**config.mk**
```make
export PLATFORM = sky130hd
export DESIGN_NAME = xbar_req_sched
export DESIGN_NICKNAME = d
export VERILOG_FILES = /design/src/rtl/xbar_req_sched.sv
export SDC_FILE = /design/constraint.sdc
export NUM_CORES = 1
export LEC_CHECK = 0
export ABC_AREA = 1
export CORE_ASPECT_RATIO = 0.5
export CORE_UTILIZATION = 61
export CTS_BUF_LIST = sky130_fd_sc_hd__clkbuf_4 sky130_fd_sc_hd__clkbuf_8 sky130_fd_sc_hd__clkbuf_16
export DETAILED_ROUTE_END_ITERATION = 10
export PLACE_DENSITY = 0.87
export SLEW_MARGIN = 20
export SYNTH_ARGS = -nofsm -noshare
export SYNTH_HDL_FRONTEND = slang
export SYNTH_SLANG_ARGS = --single-unit
```
**constraint.sdc**
```tcl
create_clock -name clk -period 7.7 [get_ports clk]
set_input_delay 2.31 -clock clk [delete_from_list [all_inputs] [get_ports clk]]
set_output_delay 2.31 -clock clk [all_outputs]
set_load 0.01 [all_outputs]
```
**src/rtl/xbar_req_sched.sv**
```systemverilog
// Crossbar request buffer scheduler: per-channel entry allocation,
// per (channel,bank) in-order queues and per-bank round-robin grant.
module xbar_req_sched #(
  parameter  int CH_NUM    = 3,
  parameter  int BANK_NUM  = 4,
  parameter  int ENTRY_NUM = 8,
  localparam int BANK_W    = (BANK_NUM > 1) ? $clog2(BANK_NUM) : 1,
  localparam int PTR_W     = (ENTRY_NUM > 1) ? $clog2(ENTRY_NUM) : 1
) (
  input  logic                                 clk,
  input  logic                                 rst,
  input  logic [CH_NUM-1:0]                    u_ch_req_valid,
  input  logic [CH_NUM*BANK_W-1:0]             u_ch_req_bank,
  output logic [CH_NUM-1:0]                    u_ch_req_ready,
  output logic [CH_NUM*PTR_W-1:0]              ch_w_ptr,
  output logic [BANK_NUM-1:0]                  d_bank_valid,
  input  logic [BANK_NUM-1:0]                  d_bank_ready,
  output logic [BANK_NUM*CH_NUM-1:0]           bank_ch_1hot_id,
  output logic [CH_NUM*BANK_NUM*ENTRY_NUM-1:0] ch_bank_r_entry_1hot_id
);

  localparam int CNT_W = PTR_W + 1;

  typedef logic [PTR_W-1:0] ptr_t;
  typedef logic [CNT_W-1:0] cnt_t;

  localparam ptr_t LAST = ptr_t'(ENTRY_NUM - 1);

  logic [ENTRY_NUM-1:0] vld     [CH_NUM];
  logic [ENTRY_NUM-1:0] vld_nxt [CH_NUM];
  ptr_t                 mem     [CH_NUM][BANK_NUM][ENTRY_NUM];
  ptr_t                 rd      [CH_NUM][BANK_NUM];
  ptr_t                 wr      [CH_NUM][BANK_NUM];
  cnt_t                 cnt     [CH_NUM][BANK_NUM];
  ptr_t                 hd      [CH_NUM][BANK_NUM];
  logic [CH_NUM-1:0]    rr      [BANK_NUM];
  logic [CH_NUM-1:0]    req     [BANK_NUM];
  logic [CH_NUM-1:0]    gnt     [BANK_NUM];
  ptr_t                 wp      [CH_NUM];
  logic [BANK_W-1:0]    bsel    [CH_NUM];
  logic [BANK_NUM-1:0]  push    [CH_NUM];
  logic [BANK_NUM-1:0]  pop     [CH_NUM];
  logic [CH_NUM-1:0]    acc;
  logic [BANK_NUM-1:0]  bhs;

  function automatic ptr_t inc(input ptr_t p);
    return (p == LAST) ? '0 : p + 1'b1;
  endfunction

  // Lowest free entry per channel and the upstream handshake.
  always_comb begin
    ch_w_ptr = '0;
    for (int c = 0; c < CH_NUM; c++) begin
      wp[c] = '0;
      for (int e = ENTRY_NUM - 1; e >= 0; e--)
        if (!vld[c][e]) wp[c] = ptr_t'(e);
      u_ch_req_ready[c] = ~&vld[c];
      acc[c]  = u_ch_req_valid[c] & u_ch_req_ready[c];
      bsel[c] = u_ch_req_bank[c*BANK_W +: BANK_W];
      ch_w_ptr[c*PTR_W +: PTR_W] = wp[c];
    end
  end

  // Round-robin pick of the first non-empty channel at/after rr.
  always_comb begin
    int rr_idx;
    int idx;
    d_bank_valid    = '0;
    bank_ch_1hot_id = '0;
    bhs             = '0;
    for (int b = 0; b < BANK_NUM; b++) begin
      rr_idx = 0;
      for (int s = 0; s < CH_NUM; s++)
        if (rr[b][s]) rr_idx = s;
      for (int c = 0; c < CH_NUM; c++)
        req[b][c] = (cnt[c][b] != '0);
      gnt[b] = '0;
      for (int k = CH_NUM - 1; k >= 0; k--) begin
        idx = rr_idx + k;
        if (idx >= CH_NUM) idx = idx - CH_NUM;
        if (req[b][idx]) begin
          gnt[b]      = '0;
          gnt[b][idx] = 1'b1;
        end
      end
      d_bank_valid[b] = |req[b];
      bank_ch_1hot_id[b*CH_NUM +: CH_NUM] = gnt[b];
      bhs[b] = d_bank_valid[b] & d_bank_ready[b];
    end
  end

  // Queue heads, push/pop strobes and next entry-valid vector.
  always_comb begin
    logic [ENTRY_NUM-1:0] oh;
    ch_bank_r_entry_1hot_id = '0;
    for (int c = 0; c < CH_NUM; c++) begin
      vld_nxt[c] = vld[c];
      if (acc[c]) vld_nxt[c][wp[c]] = 1'b1;
      for (int b = 0; b < BANK_NUM; b++) begin
        hd[c][b]   = mem[c][b][rd[c][b]];
        push[c][b] = acc[c] && (bsel[c] == BANK_W'(b));
        pop[c][b]  = bhs[b] && gnt[b][c];
        oh = '0;
        if (cnt[c][b] != '0) oh[hd[c][b]] = 1'b1;
        ch_bank_r_entry_1hot_id[(c*BANK_NUM+b)*ENTRY_NUM +: ENTRY_NUM] = oh;
        if (pop[c][b]) vld_nxt[c][hd[c][b]] = 1'b0;
      end
    end
  end

  // Control state: entry valids, queue pointers/counts, rr pointers.
  always_ff @(posedge clk or posedge rst) begin
    if (rst) begin
      for (int c = 0; c < CH_NUM; c++) begin
        vld[c] <= '0;
        for (int b = 0; b < BANK_NUM; b++) begin
          rd[c][b]  <= '0;
          wr[c][b]  <= '0;
          cnt[c][b] <= '0;
        end
      end
      for (int b = 0; b < BANK_NUM; b++)
        rr[b] <= CH_NUM'(1);
    end else begin
      for (int c = 0; c < CH_NUM; c++) begin
        vld[c] <= vld_nxt[c];
        for (int b = 0; b < BANK_NUM; b++) begin
          if (push[c][b]) wr[c][b] <= inc(wr[c][b]);
          if (pop[c][b])  rd[c][b] <= inc(rd[c][b]);
          if (push[c][b] && !pop[c][b])
            cnt[c][b] <= cnt[c][b] + 1'b1;
          else if (pop[c][b] && !push[c][b])
            cnt[c][b] <= cnt[c][b] - 1'b1;
        end
      end
      for (int b = 0; b < BANK_NUM; b++)
        if (bhs[b])
          rr[b] <= {gnt[b][CH_NUM-2:0], gnt[b][CH_NUM-1]};
    end
  end

  // Entry-id storage; contents only matter while counted.
  always_ff @(posedge clk) begin
    for (int c = 0; c < CH_NUM; c++)
      for (int b = 0; b < BANK_NUM; b++)
        if (push[c][b]) mem[c][b][wr[c][b]] <= wp[c];
  end

  for (genvar b = 0; b < BANK_NUM; b++) begin : g_bank_chk
    a_gnt_oh: assert property (@(posedge clk) disable iff (rst)
      $onehot0(gnt[b]));
    a_gnt_v: assert property (@(posedge clk) disable iff (rst)
      ((gnt[b] != '0) == d_bank_valid[b]));
  end

  for (genvar c = 0; c < CH_NUM; c++) begin : g_ch_chk
    a_bank_rng: assert property (@(posedge clk) disable iff (rst)
      acc[c] |-> (int'(bsel[c]) < BANK_NUM));
    for (genvar b = 0; b < BANK_NUM; b++) begin : g_cb
      a_pop_vld: assert property (@(posedge clk) disable iff (rst)
        pop[c][b] |-> vld[c][hd[c][b]]);
      a_ent_oh: assert property (@(posedge clk) disable iff (rst)
        $onehot0(ch_bank_r_entry_1hot_id[(c*BANK_NUM+b)*ENTRY_NUM +: ENTRY_NUM]));
    end
  end

endmodule

```
; After elaboration in Yosys (flattened, before gate mapping)
; Memories as Yosys holds them, arrays and structs flattened.
; Cells that the tools add are included.
[op_classes]
n_addsub = 68
n_lt_le_gt_ge = 102
n_eq_ne = 33
mux = 305
bitwise = 58
n_reduce_logical = 148
[op_table]
columns = operator, n
row1 = 2-to-1 mux 32 bit, 16
row2 = ">= comparator 32 x 1 -> 1 bit, second input constant", 12
row3 = ">= comparator 32 x 3 -> 1 bit, second input constant", 12
row4 = "< comparator 32 x 4 -> 1 bit, second input constant", 12
row5 = "subtractor 32 x 3 -> 32 bit, second input constant", 12
row6 = 2-to-1 mux 24 bit, 12
row7 = 2-to-1 mux 3 bit, 96
row8 = 2-to-1 mux 8 bit, 27
row9 = "adder 32 x 2 -> 32 bit, second input constant", 4
row10 = "adder 32 x 3 -> 32 bit, second input constant", 4
row11 = binary-select mux 3 bit (select 3 bit), 12
row12 = demux 3 bit (select 3 bit), 12
row13 = bitwise AND 8 bit, 12
row14 = ">= comparator 4 bit, second input constant", 24
row15 = 2-to-1 mux 4 bit, 24
row16 = inverter 3 -> 4 bit, 24
row17 = inverter 8 bit, 12
row18 = logical AND 1 bit, 87
row19 = "adder 3 x 1 -> 3 bit, second input constant", 24
row20 = "equality test 3 bit, second input constant", 24
row21 = 2-to-1 mux 1 bit, 67
row22 = "< comparator 3 x 4 -> 1 bit, second input constant", 15
row23 = "adder 4 x 1 -> 4 bit, second input constant", 12
row24 = "< comparator 4 x 1 -> 1 bit, second input constant", 12
row25 = other kinds (15), 146
[totals]
register_bits = 156
mem_bits_rw = 288
in_bits = 15
elab_cells = 758
mem_count = 1
[mem_list]
columns = name, words, width, rd, rd_ports_with_merged_regs, write_ports, line_no
row1 = mem, 3, 96, 3, 0, 3, 31  ; ptr_t mem [CH_NUM][BANK_NUM][ENTRY_NUM];

; Depth between registers and ports, before layout
; Gate-level depths: netlist of run 1.
[logic_depth]
depth_word = 22
mapped_depth = 19
depth_no_buf = 19

; Worst setup path after synthesis of run 1
; OpenSTA, ideal clock, no wires.
[synth_path]
path_type = flip-flop to output port
from = register vld[13] in the netlist's numbering
to = output ch_w_ptr[5]
arrival_ns = 2.004
t_required_ns = 5.390
setup_slack_ns = 3.386
stages_incl_launch_ff = 4
cell_sequence = dfrtp_1 -> nand4_1 -> inv_1 -> nor3_1
[synth_between]
elab_chain_len = 6
[synth_lines]
columns = element, line_no
row1 = "start, declared", 29  ; logic [ENTRY_NUM-1:0] vld [CH_NUM];
row2 = "start signal, assigned by index", 126  ; vld[c] <= vld_nxt[c];
row3 = 2-to-1 mux 3 bit (6 in a row), 56  ; if (!vld[c][e]) wp[c] = ptr_t'(e);
row4 = "end, declared", 15  ; output logic [CH_NUM*PTR_W-1:0] ch_w_ptr,
; Every way passes these cells.

; Worst setup path in the final report of run 1
[layout_path]
from = register rd[24] in the netlist's numbering
to = output ch_bank_r_entry_1hot_id[30]
[layout_between]
elab_chain_len = 9
[layout_lines]
columns = element, line_no
row1 = "start, declared", 32  ; ptr_t rd [CH_NUM][BANK_NUM];
row2 = "start signal, assigned by index", 129  ; if (pop[c][b]) rd[c][b] <= inc(rd[c][b]);
row3 = inverter 3 -> 4 bit (implied by the code) (*), 100  ; hd[c][b] = mem[c][b][rd[c][b]];
row4 = binary-select mux 3 bit (select 3 bit) (*), 100
row5 = 2-to-1 mux 3 bit (implied by the code) (*) (2 in a row), 100
row6 = < comparator 3 x 4 -> 1 bit (implied by the code) or >= comparator 3 x 1 -> 1 bit (tied branches), 104  ; if (cnt[c][b] != '0) oh[hd[c][b]] = 1'b1;
row7 = logical AND 1 bit (implied by the code), 104
row8 = 2-to-1 mux 1 bit (implied by the code), 104
row9 = demux 1 bit (select 3 bit) (*), 104
row10 = 2-to-1 mux 8 bit (*), 104
row11 = "end, declared", 19  ; output logic [CH_NUM*BANK_NUM*ENTRY_NUM-1:0] ch_bank_r_entry_1hot_id
; Mark *: on every way between the ends. The rest lies on a longest branch, timed or not. The select of a mux whose other input is x is not followed.

==> flow_summary.html, run 1 <==
<table>
<tr><th>Metric</th><th>Value</th></tr>
<tr><th colspan="2">Synthesis</th></tr>
<tr><td>Share of synthesized registers carrying an async set or reset</td><td>34.55%</td></tr>
<tr><td>Most numerous cell types in the synthesized netlist</td><td>698 x sky130_fd_sc_hd__nand2_1, 456 x sky130_fd_sc_hd__nor2_1, 290 x sky130_fd_sc_hd__inv_1</td></tr>
<tr><td>Top cell type by total area after synthesis</td><td>sky130_fd_sc_hd__edfxtp_1</td></tr>
<tr><td>Warnings from Yosys</td><td>0</td></tr>
<tr><td>Main area contributors after synthesis</td><td>sky130_fd_sc_hd__edfxtp_1 36%, sky130_fd_sc_hd__dfrtp_1 16%, sky130_fd_sc_hd__nand2_1 11%</td></tr>
<tr><td>Area share of the largest cell type after synthesis</td><td>35.96%</td></tr>
<tr><td>Post-Synthesis Cells</td><td>2787</td></tr>
<tr><td>Dominant cell by count in the synthesized netlist</td><td>sky130_fd_sc_hd__nand2_1</td></tr>
<tr><td>Prevailing post-synth register cell</td><td>sky130_fd_sc_hd__edfxtp_1</td></tr>
<tr><td>Cell area after technology mapping</td><td>24050 um^2</td></tr>
<tr><td>Mean instance size in the synthesized netlist</td><td>8.628 um^2</td></tr>
<tr><td>Sequential element share of the synthesized area</td><td>51.78%</td></tr>
<tr><td>Number of different library cells in the post-synthesis netlist</td><td>51</td></tr>
<tr><td>Syn Nets</td><td>2898</td></tr>
<tr><td>Number of flops mapped to enable cells by yosys</td><td>288</td></tr>
<tr><td>FF+latch count, synth</td><td>440</td></tr>
<tr><th colspan="2">Setup path</th></tr>
<tr><td>Top Family by Delay on Critical Path</td><td>buffers and inverters</td></tr>
<tr><td>Reg2Reg Setup Slack</td><td>4.35 ns</td></tr>
<tr><td>Type of the setup path with the least slack</td><td>reg2out</td></tr>
<tr><td>Most used cell, CP</td><td>sky130_fd_sc_hd__inv_2</td></tr>
<tr><td>Worst stage delay on the critical path</td><td>0.71 ns</td></tr>
<tr><td>CP arrival</td><td>2.97 ns</td></tr>
<tr><td>Max Fanout on Critical Path</td><td>17</td></tr>
<tr><td>CP max stage cell</td><td>sky130_fd_sc_hd__dfrtp_1</td></tr>
<tr><td>Startpoint kind of the worst setup timing path</td><td>register</td></tr>
<tr><td>Length in cells of the worst reg-to-reg path</td><td>16</td></tr>
<tr><td>Endpoint class of the critical path</td><td>output port</td></tr>
<tr><td>Critical Path RT</td><td>5.39 ns</td></tr>
<tr><td>Number of buffers and inverters on the critical path</td><td>3</td></tr>
<tr><td>Path length in cells of the critical path</td><td>7</td></tr>
<tr><td>Cell-by-cell listing of the critical path</td><td>inv_2 -&gt; o21ai_0 -&gt; o211ai_1 -&gt; nand2_2 -&gt; inv_2 -&gt; nor3_1 -&gt; clkdlybuf4s50_1</td></tr>
<tr><th colspan="2">Route</th></tr>
<tr><td>Vias</td><td>19370</td></tr>
<tr><td>Routed Wire Length</td><td>56570 um</td></tr>
<tr><td>Detailed-route DRC error count</td><td>0</td></tr>
<tr><td>Drt initial violations</td><td>1649</td></tr>
<tr><td>WL per Instance</td><td>16.29 um</td></tr>
<tr><td>Count of TritonRoute iterations in the first routing pass</td><td>7</td></tr>
<tr><td>Antenna Nets Post-Route</td><td>0</td></tr>
<tr><td>DR vias/cell</td><td>5.580</td></tr>
<tr><th colspan="2">Clock network</th></tr>
<tr><td>Longest Clk Path Bufs</td><td>3</td></tr>
<tr><td>Post-CTS Hold Fix Bufs</td><td>0</td></tr>
<tr><td>Number of buffers created by CTS</td><td>39</td></tr>
<tr><td>Clock tree from TritonCTS</td><td>built</td></tr>
<tr><td>Skew-Pair Late Insertion Delay</td><td>0.55 ns</td></tr>
<tr><td>Number of instances resized during post-cts repair</td><td>0</td></tr>
<tr><td>Cell at the root of the clock tree</td><td>sky130_fd_sc_hd__clkbuf_16</td></tr>
<tr><td>Total number of clock tree sinks</td><td>440</td></tr>
<tr><td>Number of buffers added for setup after CTS</td><td>0</td></tr>
<tr><td>H-tree Lvls</td><td>2</td></tr>
<tr><td>Clock edge transition at the registers on the reported setup and hold paths</td><td>0.07 ns</td></tr>
<tr><th colspan="2">Timing</th></tr>
<tr><td>Setup WS post-layout</td><td>2.422 ns</td></tr>
<tr><td>Max Clk Rate</td><td>189.5 MHz</td></tr>
<tr><td>Final count of negative-setup-slack endpoints</td><td>0</td></tr>
<tr><td>Clock skew</td><td>0.01454 ns</td></tr>
<tr><td>Final Cycle Share</td><td>68.55%</td></tr>
<tr><td>Setup repair after global routing missed its margin</td><td>false</td></tr>
<tr><td>Slew of the pin with the lowest slew margin</td><td>0.9567 ns</td></tr>
<tr><td>Min cycle time layout</td><td>5.278 ns</td></tr>
<tr><td>Max-slew violations</td><td>0</td></tr>
<tr><td>Worst rel slew slack</td><td>36.22%</td></tr>
<tr><td>Post-route setup TNS</td><td>0 ns</td></tr>
<tr><td>Final Hold Vio Count</td><td>0</td></tr>
<tr><td>Hold WS</td><td>0.4926 ns</td></tr>
<tr><th colspan="2">Power and ir drop</th></tr>
<tr><td>Pwr Density</td><td>446.7 nW/um^2</td></tr>
<tr><td>Int Pwr</td><td>6731 uW</td></tr>
<tr><td>Switching power</td><td>5412 uW</td></tr>
<tr><td>Part of the power in combinational logic</td><td>49.7%</td></tr>
<tr><td>Worst voltage drop across the vdd grid</td><td>0.2703 mV</td></tr>
<tr><td>Switching fraction of total power</td><td>44.57%</td></tr>
<tr><td>Share of total power in the clock network</td><td>17.6%</td></tr>
<tr><td>Static Leakage</td><td>0.01202 uW</td></tr>
<tr><td>Part of the total power dissipated in sequential elements</td><td>32.7%</td></tr>
<tr><th colspan="2">Placed design</th></tr>
<tr><td>Post-detailed-placement half-perimeter wirelength</td><td>40040 um</td></tr>
<tr><td>Number of I/O port buffers</td><td>138</td></tr>
<tr><td>Post-Place Worst Slack</td><td>2.564 ns</td></tr>
<tr><td>Routability congestion estimate</td><td>0.9606</td></tr>
<tr><th colspan="2">Global route</th></tr>
<tr><td>First-pass GRT wire length</td><td>90710 um</td></tr>
<tr><td>Busiest grt layer</td><td>met2</td></tr>
<tr><td>Met2 capacity usage during global routing</td><td>49.26%</td></tr>
<tr><td>Global routing usage summed across all routing layers</td><td>28.37%</td></tr>
<tr><td>Largest net degree at the start of global routing</td><td>100</td></tr>
<tr><td>Number of antenna violations at the first check in global routing</td><td>1</td></tr>
<tr><td>Met3 track demand over resource in global routing</td><td>3.858%</td></tr>
<tr><td>GR Util met1</td><td>35.92%</td></tr>
<tr><td>Via count of the first global-routing pass</td><td>18560</td></tr>
<tr><td>Global-route congestion overflow total</td><td>0</td></tr>
<tr><th colspan="2">Finish</th></tr>
<tr><td>Final Net Count</td><td>3032</td></tr>
<tr><td>Layout area overhead</td><td>13.04%</td></tr>
<tr><td>Final-layout fill cell count</td><td>2595</td></tr>
<tr><td>Layout cells sized above 1</td><td>8.065%</td></tr>
<tr><td>Final standard cell utilization of the core</td><td>71.35%</td></tr>
<tr><th colspan="2">Floorplanning</th></tr>
<tr><td>CORE AREA</td><td>38100 um^2</td></tr>
<tr><td>Floorplan die area</td><td>40270 um^2</td></tr>
<tr><td>I/O pins</td><td>139</td></tr>
<tr><td>Number of standard-cell rows in the floorplan</td><td>50</td></tr>
<tr><td>Horiz. Die Dim</td><td>282.8 um</td></tr>
<tr><td>Height of the chip</td><td>142.4 um</td></tr>
<tr><td>Initial standard-cell utilization of the core</td><td>63.12%</td></tr>
<tr><th colspan="2">Worst hold path</th></tr>
<tr><td>Worst min path class</td><td>reg2reg</td></tr>
<tr><td>Cells on Worst Hold Path</td><td>1</td></tr>
<tr><th colspan="2">Outcome</th></tr>
<tr><td>Status</td><td>complete, no violations</td></tr>
<tr><th colspan="2">Run</th></tr>
<tr><td>Max-cap check violation count</td><td>0</td></tr>
</table>
-- registers in the layout, indices dropped and copies added (netlist names) --
register,count
mem,288
cnt,48
rd,36
wr,36
vld,24
rr,8
-- logic make-up (layout without fill, tap and decap cells) --
group / after synthesis / in the layout / synth area share [%]
AOI/OAI and AO/OA: 245 / 245 / 5.739
xor gates and xnor gates: 36 / 36 / 1.311
adders and majority gates: 96 / 96 / 5.370
buffers and inverters: 386 / 550 / 6.863
DFF: 440 / 440 / 51.78
other: 0 / 1 / 0
and+or+nand+nor: 1584 / 1584 / 28.93
-- routing by layer --
| layer | wire length [um] | vias up |
|---|---|---|
| met5 | 0 | - |
| met1 | 23120 | 9129 |
| met3 | 3307 | 165 |
| li1 | - | 9354 |
| met4 | 2254 | 0 |
| met2 | 27890 | 726 |
-- through the flow --
stage	cell area, um^2	std cells	total power (uW)
floorplan	24050	2787	7911
global route	27180	3472	12950
global placement	25790	3400	9627
detailed placement	25790	3400	9893
CTS	27180	3471	12080
finish	27180	3472	12140
-- layout by cell type, fill, tap and decap left out, types with 8 or more instances in the layout --
cell,Yosys,final
sky130_fd_sc_hd__o21ai_1,56,56
sky130_fd_sc_hd__o21ai_0,111,111
sky130_fd_sc_hd__nor2_2,31,31
sky130_fd_sc_hd__xnor2_1,24,24
sky130_fd_sc_hd__edfxtp_1,288,288
sky130_fd_sc_hd__nand2_4,12,12
sky130_fd_sc_hd__fa_1,12,12
sky130_fd_sc_hd__nor3_1,93,91
sky130_fd_sc_hd__nor2_1,456,456
sky130_fd_sc_hd__inv_2,33,33
sky130_fd_sc_hd__o22ai_1,8,8
sky130_fd_sc_hd__nor3_4,9,9
sky130_fd_sc_hd__a21o_1,12,12
sky130_fd_sc_hd__nand3_2,10,10
sky130_fd_sc_hd__clkbuf_16,0,42
sky130_fd_sc_hd__buf_4,17,10
sky130_fd_sc_hd__dfrtp_1,152,152
sky130_fd_sc_hd__or2_1,9,9
sky130_fd_sc_hd__clkinv_1,2,8
sky130_fd_sc_hd__ha_1,84,84
sky130_fd_sc_hd__nand2_2,26,26
sky130_fd_sc_hd__a21oi_1,32,30
sky130_fd_sc_hd__nand3_1,211,211
sky130_fd_sc_hd__inv_1,290,289
sky130_fd_sc_hd__nand2_1,698,698
sky130_fd_sc_hd__xor2_1,12,12
sky130_fd_sc_hd__clkdlybuf4s50_1,0,138
-- worst paths after layout --
| kind | startpoint | to |
|---|---|---|
| min | cnt[7]$_DFFE_PP0P_ | cnt[7]$_DFFE_PP0P_ |
| min in group asynchronous | rst | wr[9]$_DFFE_PP0P_ |
| max | rd[24]$_DFFE_PP0P_ | ch_bank_r_entry_1hot_id[30] |
| min reg2reg | cnt[7]$_DFFE_PP0P_ | cnt[7]$_DFFE_PP0P_ |
| max in group asynchronous | rst | wr[31]$_DFFE_PP0P_ |
| max reg2reg | cnt[9]$_DFFE_PP0P_ | cnt[27]$_DFFE_PP0P_ |
-- final cells by class --
cell class | instances | area, um^2 | area share, %
Tap cell | 520 | 650.6 | 2.394
Antenna cell | 1 | 2.502 | 0.009206
Timing Repair Buffer | 148 | 1456 | 5.358
Clock inverter | 25 | 300.3 | 1.105
Sequential cell | 440 | 12450 | 45.81
Multi-Input combinational cell | 1961 | 9968 | 36.67
Clock buffer | 46 | 1094 | 4.023
Inverter | 331 | 1259 | 4.631
-- power by group through the flow --
| stage | Combinational (uW) | Clock [uW] | Sequential (uW) |
|---|---|---|---|
| detailed placement | 5900 | 0 | 3990 |
| finish | 6040 | 2140 | 3970 |
| global placement | 5670 | 0 | 3960 |
| floorplan | 4160 | 0 | 3750 |
| global route | 6670 | 2250 | 4040 |
| CTS | 5980 | 2150 | 3950 |
Note: power is estimated with default switching activity, not from simulation.
==> inputs of run 2 (changes only) <==
==> constraint.sdc (replaced) <==
create_clock -name clk -period 5 [get_ports clk]
set_input_delay 1.5 -clock clk [delete_from_list [all_inputs] [get_ports clk]]
set_output_delay 1.5 -clock clk [all_outputs]
set_load 0.01 [all_outputs]
==> run 2 against run 1 <==
Clock power is 43% higher. Utilization shrank 0.28 points. Global-route usage hardly changed. Combinational power up 54%. Worst setup slack got worse by 2.1 ns. Die area is the same. Hold slack got worse by 0.0042 ns. First-iteration DRC count shrank 7.5%. Critical path type unchanged. Critical endpoint is now ch_bank_r_entry_1hot_id[18]. Largest power group unchanged. Highest routed layer unchanged.
==> flow_summary.html, run 2 (synthesized netlist as in run 1, its figures left out) <==
<table>
<tr><th>Metric</th><th>Value</th></tr>
<tr><th colspan="2">Route</th></tr>
<tr><td>Count of TritonRoute iterations in the first routing pass</td><td>6 (was 7)</td></tr>
<tr><td>Drt initial violations</td><td>1526 (was 1649)</td></tr>
<tr><td>DR vias/cell</td><td>5.531 (was 5.580)</td></tr>
<tr><td>Routed Wire Length</td><td>55880 um (was 56570 um)</td></tr>
<tr><td>Antenna Nets Post-Route</td><td>0 (unchanged)</td></tr>
<tr><td>WL per Instance</td><td>16.10 um (was 16.29 um)</td></tr>
<tr><td>Detailed-route DRC error count</td><td>0 (unchanged)</td></tr>
<tr><td>Vias</td><td>19200 (was 19370)</td></tr>
<tr><th colspan="2">Finish</th></tr>
<tr><td>Highest-count cells in the layout ignoring fill and taps</td><td>698 x sky130_fd_sc_hd__nand2_1, 456 x sky130_fd_sc_hd__nor2_1, 289 x sky130_fd_sc_hd__inv_1, 288 x sky130_fd_sc_hd__edfxtp_1, 211 x sky130_fd_sc_hd__nand3_1 (unchanged)</td></tr>
<tr><td>Count of placed standard cells in the final layout, fillers left out</td><td>3472 (unchanged)</td></tr>
<tr><td>Sequential Area</td><td>12450 um^2 (unchanged)</td></tr>
<tr><td>Area used by multi-input combinational logic</td><td>9968 um^2 (unchanged)</td></tr>
<tr><td>Final standard cell utilization of the core</td><td>71.07% (was 71.35%)</td></tr>
<tr><td>Final Net Count</td><td>3032 (unchanged)</td></tr>
<tr><td>Final-layout fill cell count</td><td>2712 (was 2595)</td></tr>
<tr><td>Layout area overhead</td><td>12.60% (was 13.04%)</td></tr>
<tr><td>Layout cells sized above 1</td><td>8.164% (was 8.065%)</td></tr>
<tr><td>Largest register FFs</td><td>288 (unchanged)</td></tr>
<tr><td>Antenna cell count</td><td>0 (was 1)</td></tr>
<tr><td>Most common library cell in the layout ignoring fill and taps</td><td>sky130_fd_sc_hd__nand2_1 (unchanged)</td></tr>
<tr><th colspan="2">Setup path</th></tr>
<tr><td>Reg2Reg Setup Slack</td><td>1.51 ns (was 4.35 ns)</td></tr>
<tr><td>Max Fanout on Critical Path</td><td>15 (was 17)</td></tr>
<tr><td>Type of the setup path with the least slack</td><td>reg2out (unchanged)</td></tr>
<tr><td>Endpoint class of the critical path</td><td>output port (unchanged)</td></tr>
<tr><td>Critical Path RT</td><td>3.50 ns (was 5.39 ns)</td></tr>
<tr><td>Startpoint kind of the worst setup timing path</td><td>register (unchanged)</td></tr>
<tr><td>CP arrival</td><td>3.15 ns (was 2.97 ns)</td></tr>
<tr><th colspan="2">Floorplanning</th></tr>
<tr><td>CORE AREA</td><td>38100 um^2 (unchanged)</td></tr>
<tr><td>Number of standard-cell rows in the floorplan</td><td>50 (unchanged)</td></tr>
<tr><td>Floorplan die area</td><td>40270 um^2 (unchanged)</td></tr>
<tr><td>Height of the chip</td><td>142.4 um (unchanged)</td></tr>
<tr><td>Initial standard-cell utilization of the core</td><td>63.12% (unchanged)</td></tr>
<tr><td>I/O pins</td><td>139 (unchanged)</td></tr>
<tr><td>Horiz. Die Dim</td><td>282.8 um (unchanged)</td></tr>
<tr><th colspan="2">Clock network</th></tr>
<tr><td>Number of instances resized during post-cts repair</td><td>0 (unchanged)</td></tr>
<tr><td>Post-CTS Hold Fix Bufs</td><td>0 (unchanged)</td></tr>
<tr><td>Clock tree from TritonCTS</td><td>built (unchanged)</td></tr>
<tr><td>Total number of clock tree sinks</td><td>440 (unchanged)</td></tr>
<tr><td>Skew-Pair Late Insertion Delay</td><td>0.56 ns (was 0.55 ns)</td></tr>
<tr><td>H-tree Lvls</td><td>2 (unchanged)</td></tr>
<tr><td>Clock edge transition at the registers on the reported setup and hold paths</td><td>0.07 ns (about the same)</td></tr>
<tr><td>Longest Clk Path Bufs</td><td>3 (unchanged)</td></tr>
<tr><td>Cell at the root of the clock tree</td><td>sky130_fd_sc_hd__clkbuf_16 (unchanged)</td></tr>
<tr><td>Number of buffers created by CTS</td><td>39 (unchanged)</td></tr>
<tr><td>Number of buffers added for setup after CTS</td><td>0 (unchanged)</td></tr>
<tr><th colspan="2">Power and ir drop</th></tr>
<tr><td>Worst voltage drop across the vdd grid</td><td>0.3334 mV (was 0.2703 mV)</td></tr>
<tr><td>Pwr Density</td><td>681.3 nW/um^2 (was 446.7 nW/um^2)</td></tr>
<tr><td>Static Leakage</td><td>0.01199 uW (was 0.01202 uW)</td></tr>
<tr><th colspan="2">Global route</th></tr>
<tr><td>Global routing usage summed across all routing layers</td><td>28.39% (was 28.37%)</td></tr>
<tr><td>Largest net degree at the start of global routing</td><td>138 (was 100)</td></tr>
<tr><td>Number of antenna violations at the first check in global routing</td><td>0 (was 1)</td></tr>
<tr><td>Global-route congestion overflow total</td><td>0 (unchanged)</td></tr>
<tr><td>Via count of the first global-routing pass</td><td>18810 (was 18560)</td></tr>
<tr><td>First-pass GRT wire length</td><td>90760 um (was 90710 um)</td></tr>
<tr><th colspan="2">Outcome</th></tr>
<tr><td>Status</td><td>complete, no violations (unchanged)</td></tr>
<tr><th colspan="2">Placed design</th></tr>
<tr><td>Placed cells</td><td>3400 (unchanged)</td></tr>
<tr><td>Post-detailed-placement half-perimeter wirelength</td><td>39860 um (was 40040 um)</td></tr>
<tr><td>Routability congestion estimate</td><td>0.9196 (was 0.9606)</td></tr>
<tr><td>Number of I/O port buffers</td><td>138 (unchanged)</td></tr>
<tr><th colspan="2">Timing</th></tr>
<tr><td>Setup repair after global routing missed its margin</td><td>false (unchanged)</td></tr>
<tr><td>Final count of negative-setup-slack endpoints</td><td>0 (unchanged)</td></tr>
<tr><td>Final Cycle Share</td><td>93.00%</td></tr>
<tr><td>Final Hold Vio Count</td><td>0 (unchanged)</td></tr>
<tr><td>Max Clk Rate</td><td>215.1 MHz</td></tr>
<tr><td>Max-slew violations</td><td>0 (unchanged)</td></tr>
<tr><td>Clock skew</td><td>0.02719 ns (was 0.01454 ns)</td></tr>
<tr><td>Min cycle time layout</td><td>4.650 ns</td></tr>
<tr><td>Worst rel slew slack</td><td>44.70% (was 36.22%)</td></tr>
<tr><td>Slew of the pin with the lowest slew margin</td><td>0.8295 ns (was 0.9567 ns)</td></tr>
<tr><td>Post-route setup TNS</td><td>0 ns (unchanged)</td></tr>
<tr><th colspan="2">Run</th></tr>
<tr><td>Max-cap check violation count</td><td>0 (unchanged)</td></tr>
<tr><th colspan="2">Worst hold path</th></tr>
<tr><td>Worst min path class</td><td>reg2reg (unchanged)</td></tr>
</table>
## run 2: worst max-delay path: stages (launching register included)
cell	delay [ns]
sky130_fd_sc_hd__dfrtp_1	0.66
sky130_fd_sc_hd__inv_1	0.34
sky130_fd_sc_hd__o21ai_0	0.37
sky130_fd_sc_hd__nand2_1	0.10
sky130_fd_sc_hd__nand2_1	0.07
sky130_fd_sc_hd__nand2_1	0.18
sky130_fd_sc_hd__nor3_1	0.29
sky130_fd_sc_hd__clkdlybuf4s50_1	0.61
## run 2: metal layers
metal | part of all wire [%] | vias up | routed length (um) | track usage [%]
met5 | 0 | - | 0 | 0
met4 | 2.9 | 0 | 1641 | 10.50
met3 | 6.2 | 133 | 3443 | 3.825
met2 | 50 | 731 | 27910 | 50.23
met1 | 41 | 9013 | 22890 | 35.73
li1 | - | 9326 | - | -
## run 2: metrics by stage
step,worst slack [ns],power (uW),hold slack (ns),area (um^2)
3_3_place_gp,0.8073,14850,0.4643,25800
3_5_place_dp,0.7730,15270,0.4800,25800
2_1_floorplan,1.496,12180,0.4426,24050
5_1_grt,0.1368,19760,0.4992,27080
6_report,0.3500,18450,0.4884,27080
4_1_cts,0.4075,18390,0.4942,27080
## run 2: final timing paths
| path | start | to | cells after the start |
|---|---|---|---|
| max | rd[27]$_DFFE_PP0P_ | ch_bank_r_entry_1hot_id[18] | 7 |
| min | cnt[43]$_DFFE_PP0P_ | cnt[43]$_DFFE_PP0P_ | 1 |
| max reg2reg | cnt[9]$_DFFE_PP0P_ | cnt[27]$_DFFE_PP0P_ | 15 |
| min reg2reg | cnt[43]$_DFFE_PP0P_ | cnt[43]$_DFFE_PP0P_ | 1 |
| max in group asynchronous | rst | cnt[22]$_DFFE_PP0P_ | 3 |
| min in group asynchronous | rst | rr[4]$_DFFE_PP0P_ | 2 |
## run 2: cell type report
class	instances	area share, %
multi-input combinational	1961	36.82
clock inverter	21	0.6516
clock buffer	51	4.071
timing repair buffer	148	5.425
sequential	440	45.99
inverter	331	4.644
tap	520	2.403
## run 2: report_power, final
group	internal (uW)	leakage [uW]	switching [uW]	total (uW)
registers	5150	0.00444	966	6110
logic	3330	0.00691	5960	9290
clock network	1680	0.000646	1370	3050
==> inputs of run 3 (changes only) <==
--- a/config.mk
+++ b/config.mk
@@ -10,6 +10,7 @@
 export CORE_UTILIZATION = 61
 export CTS_BUF_LIST = sky130_fd_sc_hd__clkbuf_4 sky130_fd_sc_hd__clkbuf_8 sky130_fd_sc_hd__clkbuf_16
 export DETAILED_ROUTE_END_ITERATION = 10
+export GPL_TIMING_DRIVEN = 0
 export PLACE_DENSITY = 0.87
 export SLEW_MARGIN = 20
 export SYNTH_ARGS = -nofsm -noshare
==> run 3 against run 2 <==
First-iteration DRC count grew 9.9%. Non-clock buffer count grew 58. Flip-flop and latch count is the same.
==> flow_summary.html, run 3 (synthesized netlist as in run 1, its figures left out) <==
<table>
<tr><th>Metric</th><th>Value</th></tr>
<tr><th colspan="2">Route</th></tr>
<tr><td>Vias</td><td>19470 (was 19200)</td></tr>
<tr><td>Routed Wire Length</td><td>57060 um (was 55880 um)</td></tr>
<tr><td>DR vias/cell</td><td>5.518 (was 5.531)</td></tr>
<tr><td>Count of TritonRoute iterations in the first routing pass</td><td>5 (was 6)</td></tr>
<tr><td>Detailed-route DRC error count</td><td>0 (unchanged)</td></tr>
<tr><td>WL per Instance</td><td>16.17 um (was 16.10 um)</td></tr>
<tr><td>Drt initial violations</td><td>1677 (was 1526)</td></tr>
<tr><td>Antenna Nets Post-Route</td><td>0 (unchanged)</td></tr>
<tr><th colspan="2">Outcome</th></tr>
<tr><td>Status</td><td>complete, no violations (unchanged)</td></tr>
<tr><th colspan="2">Global route</th></tr>
<tr><td>Met2 capacity usage during global routing</td><td>51.37% (was 50.23%)</td></tr>
<tr><td>Number of antenna violations at the first check in global routing</td><td>0 (unchanged)</td></tr>
<tr><td>Global routing usage summed across all routing layers</td><td>28.83% (was 28.39%)</td></tr>
<tr><td>Met3 track demand over resource in global routing</td><td>3.972% (was 3.825%)</td></tr>
<tr><td>First-pass GRT wire length</td><td>91890 um (was 90760 um)</td></tr>
<tr><td>Global-route congestion overflow total</td><td>0 (unchanged)</td></tr>
<tr><td>Largest net degree at the start of global routing</td><td>34 (was 138)</td></tr>
<tr><td>Busiest grt layer</td><td>met2 (unchanged)</td></tr>
<tr><td>Via count of the first global-routing pass</td><td>19040 (was 18810)</td></tr>
<tr><td>GR Util met1</td><td>35.87% (was 35.73%)</td></tr>
<tr><th colspan="2">Placed design</th></tr>
<tr><td>Routability congestion estimate</td><td>0.9028 (was 0.9196)</td></tr>
<tr><td>Placed cells</td><td>3458 (was 3400)</td></tr>
<tr><td>Post-detailed-placement half-perimeter wirelength</td><td>40850 um (was 39860 um)</td></tr>
<tr><td>Number of I/O port buffers</td><td>138 (unchanged)</td></tr>
<tr><th colspan="2">Setup path</th></tr>
<tr><td>Worst stage delay on the critical path</td><td>0.84 ns (was 0.66 ns)</td></tr>
<tr><td>Critical Path RT</td><td>3.50 ns (about the same)</td></tr>
<tr><td>Top Family by Delay on Critical Path</td><td>buffers and inverters (unchanged)</td></tr>
<tr><td>Max Fanout on Critical Path</td><td>33 (was 15)</td></tr>
<tr><td>Length in cells of the worst reg-to-reg path</td><td>17 (was 15)</td></tr>
<tr><td>Number of buffers and inverters on the critical path</td><td>3 (was 2)</td></tr>
<tr><td>CP arrival</td><td>3.08 ns (was 3.15 ns)</td></tr>
<tr><td>Endpoint class of the critical path</td><td>output port (unchanged)</td></tr>
<tr><td>Endpoint of the most critical register-to-register path</td><td>cnt[11]$_DFFE_PP0P_ (was cnt[27]$_DFFE_PP0P_)</td></tr>
<tr><td>Reg2Reg Setup Slack</td><td>1.57 ns (was 1.51 ns)</td></tr>
<tr><td>Cell-by-cell listing of the critical path</td><td>inv_1 -&gt; nand2_1 -&gt; nand2_1 -&gt; nand2_1 -&gt; nand2_1 -&gt; nand2_1 -&gt; nand2_1 -&gt; nand2_1 -&gt; inv_1 -&gt; clkdlybuf4s50_1 (was inv_1 -&gt; o21ai_0 -&gt; nand2_1 -&gt; nand2_1 -&gt; nand2_1 -&gt; nor3_1 -&gt; clkdlybuf4s50_1)</td></tr>
<tr><td>Most used cell, CP</td><td>sky130_fd_sc_hd__nand2_1 (unchanged)</td></tr>
<tr><td>Startpoint kind of the worst setup timing path</td><td>register (unchanged)</td></tr>
<tr><td>Type of the setup path with the least slack</td><td>reg2out (unchanged)</td></tr>
<tr><td>Startpoint of the worst register-to-register path</td><td>cnt[9]$_DFFE_PP0P_ (unchanged)</td></tr>
<tr><td>CP max stage cell</td><td>sky130_fd_sc_hd__inv_1 (was sky130_fd_sc_hd__dfrtp_1)</td></tr>
<tr><th colspan="2">Power and ir drop</th></tr>
<tr><td>Switching power</td><td>8388 uW (was 8297 uW)</td></tr>
<tr><td>Pwr Density</td><td>685.1 nW/um^2 (was 681.3 nW/um^2)</td></tr>
<tr><td>Part of the power in combinational logic</td><td>52.3% (was 50.3%)</td></tr>
<tr><td>Int Pwr</td><td>10560 uW (was 10150 uW)</td></tr>
<tr><td>Share of total power in the clock network</td><td>16.5% (about the same)</td></tr>
<tr><td>Part of the total power dissipated in sequential elements</td><td>31.2% (was 33.1%)</td></tr>
<tr><td>Worst voltage drop across the vdd grid</td><td>0.3043 mV (was 0.3334 mV)</td></tr>
<tr><td>Static Leakage</td><td>0.01231 uW (was 0.01199 uW)</td></tr>
<tr><td>Switching fraction of total power</td><td>44.27% (was 44.97%)</td></tr>
<tr><th colspan="2">Worst hold path</th></tr>
<tr><td>Terminating pin of the worst hold path</td><td>cnt[7]$_DFFE_PP0P_ (was cnt[43]$_DFFE_PP0P_)</td></tr>
<tr><td>Cells on Worst Hold Path</td><td>1 (unchanged)</td></tr>
<tr><td>Worst min path class</td><td>reg2reg (unchanged)</td></tr>
<tr><td>Startpoint of the tightest hold check path</td><td>cnt[7]$_DFFE_PP0P_ (was cnt[43]$_DFFE_PP0P_)</td></tr>
<tr><th colspan="2">Timing</th></tr>
<tr><td>Max-slew violations</td><td>0 (unchanged)</td></tr>
<tr><td>Clock skew</td><td>0.02701 ns (was 0.02719 ns)</td></tr>
<tr><td>Setup repair after global routing missed its margin</td><td>false (unchanged)</td></tr>
<tr><td>Slew of the pin with the lowest slew margin</td><td>1.136 ns (was 0.8295 ns)</td></tr>
<tr><td>Final Cycle Share</td><td>91.57% (was 93.00%)</td></tr>
<tr><td>Hold WS</td><td>0.4739 ns (was 0.4884 ns)</td></tr>
<tr><td>Min cycle time layout</td><td>4.578 ns (was 4.650 ns)</td></tr>
<tr><td>Max Clk Rate</td><td>218.4 MHz (was 215.1 MHz)</td></tr>
<tr><td>Worst rel slew slack</td><td>24.18% (was 44.70%)</td></tr>
<tr><td>Final Hold Vio Count</td><td>0 (unchanged)</td></tr>
<tr><td>Final count of negative-setup-slack endpoints</td><td>0 (unchanged)</td></tr>
<tr><th colspan="2">Clock network</th></tr>
<tr><td>Longest Clk Path Bufs</td><td>3 (unchanged)</td></tr>
<tr><td>Number of buffers added for setup after CTS</td><td>0 (unchanged)</td></tr>
<tr><td>H-tree Lvls</td><td>2 (unchanged)</td></tr>
<tr><td>Post-CTS Hold Fix Bufs</td><td>0 (unchanged)</td></tr>
<tr><td>Number of instances resized during post-cts repair</td><td>0 (unchanged)</td></tr>
<tr><td>Number of buffers created by CTS</td><td>39 (unchanged)</td></tr>
<tr><td>Skew-Pair Late Insertion Delay</td><td>0.55 ns (was 0.56 ns)</td></tr>
<tr><td>Clock edge transition at the registers on the reported setup and hold paths</td><td>0.07 ns (about the same)</td></tr>
<tr><td>Cell at the root of the clock tree</td><td>sky130_fd_sc_hd__clkbuf_16 (unchanged)</td></tr>
<tr><td>Total number of clock tree sinks</td><td>440 (unchanged)</td></tr>
<tr><td>Clock tree from TritonCTS</td><td>built (unchanged)</td></tr>
<tr><th colspan="2">Run</th></tr>
<tr><td>Max-cap check violation count</td><td>0 (unchanged)</td></tr>
<tr><th colspan="2">Floorplanning</th></tr>
<tr><td>Horiz. Die Dim</td><td>282.8 um (unchanged)</td></tr>
<tr><td>CORE AREA</td><td>38100 um^2 (unchanged)</td></tr>
<tr><td>Number of standard-cell rows in the floorplan</td><td>50 (unchanged)</td></tr>
<tr><td>Floorplan die area</td><td>40270 um^2 (unchanged)</td></tr>
<tr><td>Initial standard-cell utilization of the core</td><td>63.12% (unchanged)</td></tr>
<tr><td>I/O pins</td><td>139 (unchanged)</td></tr>
<tr><td>Height of the chip</td><td>142.4 um (unchanged)</td></tr>
<tr><th colspan="2">Finish</th></tr>
<tr><td>Final Net Count</td><td>3090 (was 3032)</td></tr>
<tr><td>Largest register FFs</td><td>288 (unchanged)</td></tr>
<tr><td>Layout area overhead</td><td>15.01% (was 12.60%)</td></tr>
<tr><td>Highest-count cells in the layout ignoring fill and taps</td><td>698 x sky130_fd_sc_hd__nand2_1, 456 x sky130_fd_sc_hd__nor2_1, 289 x sky130_fd_sc_hd__inv_1, 288 x sky130_fd_sc_hd__edfxtp_1, 211 x sky130_fd_sc_hd__nand3_1 (unchanged)</td></tr>
<tr><td>Antenna cell count</td><td>0 (unchanged)</td></tr>
<tr><td>Layout cells sized above 1</td><td>9.674% (was 8.164%)</td></tr>
<tr><td>Final-layout fill cell count</td><td>2653 (was 2712)</td></tr>
<tr><td>Most common library cell in the layout ignoring fill and taps</td><td>sky130_fd_sc_hd__nand2_1 (unchanged)</td></tr>
<tr><td>Count of placed standard cells in the final layout, fillers left out</td><td>3528 (was 3472)</td></tr>
</table>
==> run 3: changes by cell type in the layout (fill, tap and decap cells not counted), moves of 3 or more <==
cell	before	now
sky130_fd_sc_hd__buf_4	9	20
sky130_fd_sc_hd__buf_16	0	4
sky130_fd_sc_hd__clkbuf_1	0	4
sky130_fd_sc_hd__buf_12	1	5
sky130_fd_sc_hd__bufinv_16	2	5
sky130_fd_sc_hd__buf_2	0	22
sky130_fd_sc_hd__clkbuf_4	8	4
sky130_fd_sc_hd__buf_6	0	13
sky130_fd_sc_hd__clkinv_1	6	9
==> run 3: stage by stage <==
step	setup slack, ns	cell area (um^2)	util [%]	total power, uW	TNS [ns]
after floorplan	1.496	24050	-	12180	0
after global placement	-0.8308	26080	68.46	15060	-1.636
after detailed placement	0.6237	26370	69.20	15640	0
after CTS	0.4185	27660	72.59	18870	0
after global routing	0.2692	27660	72.59	20260	0
final	0.4215	27660	72.59	18950	0
==> run 3: layer usage <==
metal,vias to the layer above,part of all wire [%]
met2,701,50
met5,-,0
met3,148,5.7
met1,9155,41
li1,9462,-
met4,0,3.0
==> run 3: power by group through the flow <==
| stage | logic, uW | clock network [uW] | registers, uW |
|---|---|---|---|
| floorplan | 6410 | 0 | 5770 |
| global placement | 9120 | 0 | 5940 |
| detailed placement | 9700 | 0 | 5940 |
| CTS | 9840 | 3140 | 5880 |
| global route | 11000 | 3280 | 5990 |
| finish | 9910 | 3130 | 5910 |
==> run 3: worst max path at each step <==
stage | startpoint | endpoint | slack [ns] | depth (start not counted)
2_1_floorplan | vld[13]$_DFF_PP0_ | ch_w_ptr[5] | 1.50 | 3
3_3_place_gp | vld[13]$_DFF_PP0_ | ch_w_ptr[5] | -0.83 | 4
3_5_place_dp | u_ch_req_bank[3] | cnt[23]$_DFFE_PP0P_ | 0.62 | 12
4_1_cts | vld[2]$_DFF_PP0_ | ch_w_ptr[8] | 0.42 | 4
5_1_grt | vld[15]$_DFF_PP0_ | ch_w_ptr[3] | 0.27 | 10
6_report | vld[15]$_DFF_PP0_ | ch_w_ptr[3] | 0.42 | 10
==> run 3: worst reg2reg max path, cell delays in order, from the launching register on <==
cell,delay (ns)
sky130_fd_sc_hd__dfrtp_1,0.43
sky130_fd_sc_hd__nor2_1,0.36
sky130_fd_sc_hd__nand2_1,0.21
sky130_fd_sc_hd__inv_2,0.28
sky130_fd_sc_hd__nand3_4,0.15
sky130_fd_sc_hd__nand2_4,0.16
sky130_fd_sc_hd__nor2_8,0.08
sky130_fd_sc_hd__buf_6,0.15
sky130_fd_sc_hd__inv_1,0.06
sky130_fd_sc_hd__ha_1,0.19
sky130_fd_sc_hd__inv_1,0.11
sky130_fd_sc_hd__ha_1,0.29
sky130_fd_sc_hd__a21o_1,0.18
sky130_fd_sc_hd__a21oi_1,0.22
sky130_fd_sc_hd__nand2_1,0.14
sky130_fd_sc_hd__nand2_1,0.10
sky130_fd_sc_hd__nor2_1,0.06
sky130_fd_sc_hd__xor2_1,0.15
==> run 3: layout make-up <==
class / instances / area [um^2] / area share [%]
inverters: 331 / 1257 / 4.547
repair buffers: 151 / 1617 / 5.845
plain buffers: 55 / 396.6 / 1.434
multi-input cells: 1961 / 9993 / 36.13
clock inverters: 24 / 242.7 / 0.8777
flip-flops and latches: 440 / 12450 / 45.02
clock buffers: 46 / 1047 / 3.787
well taps: 520 / 650.6 / 2.353
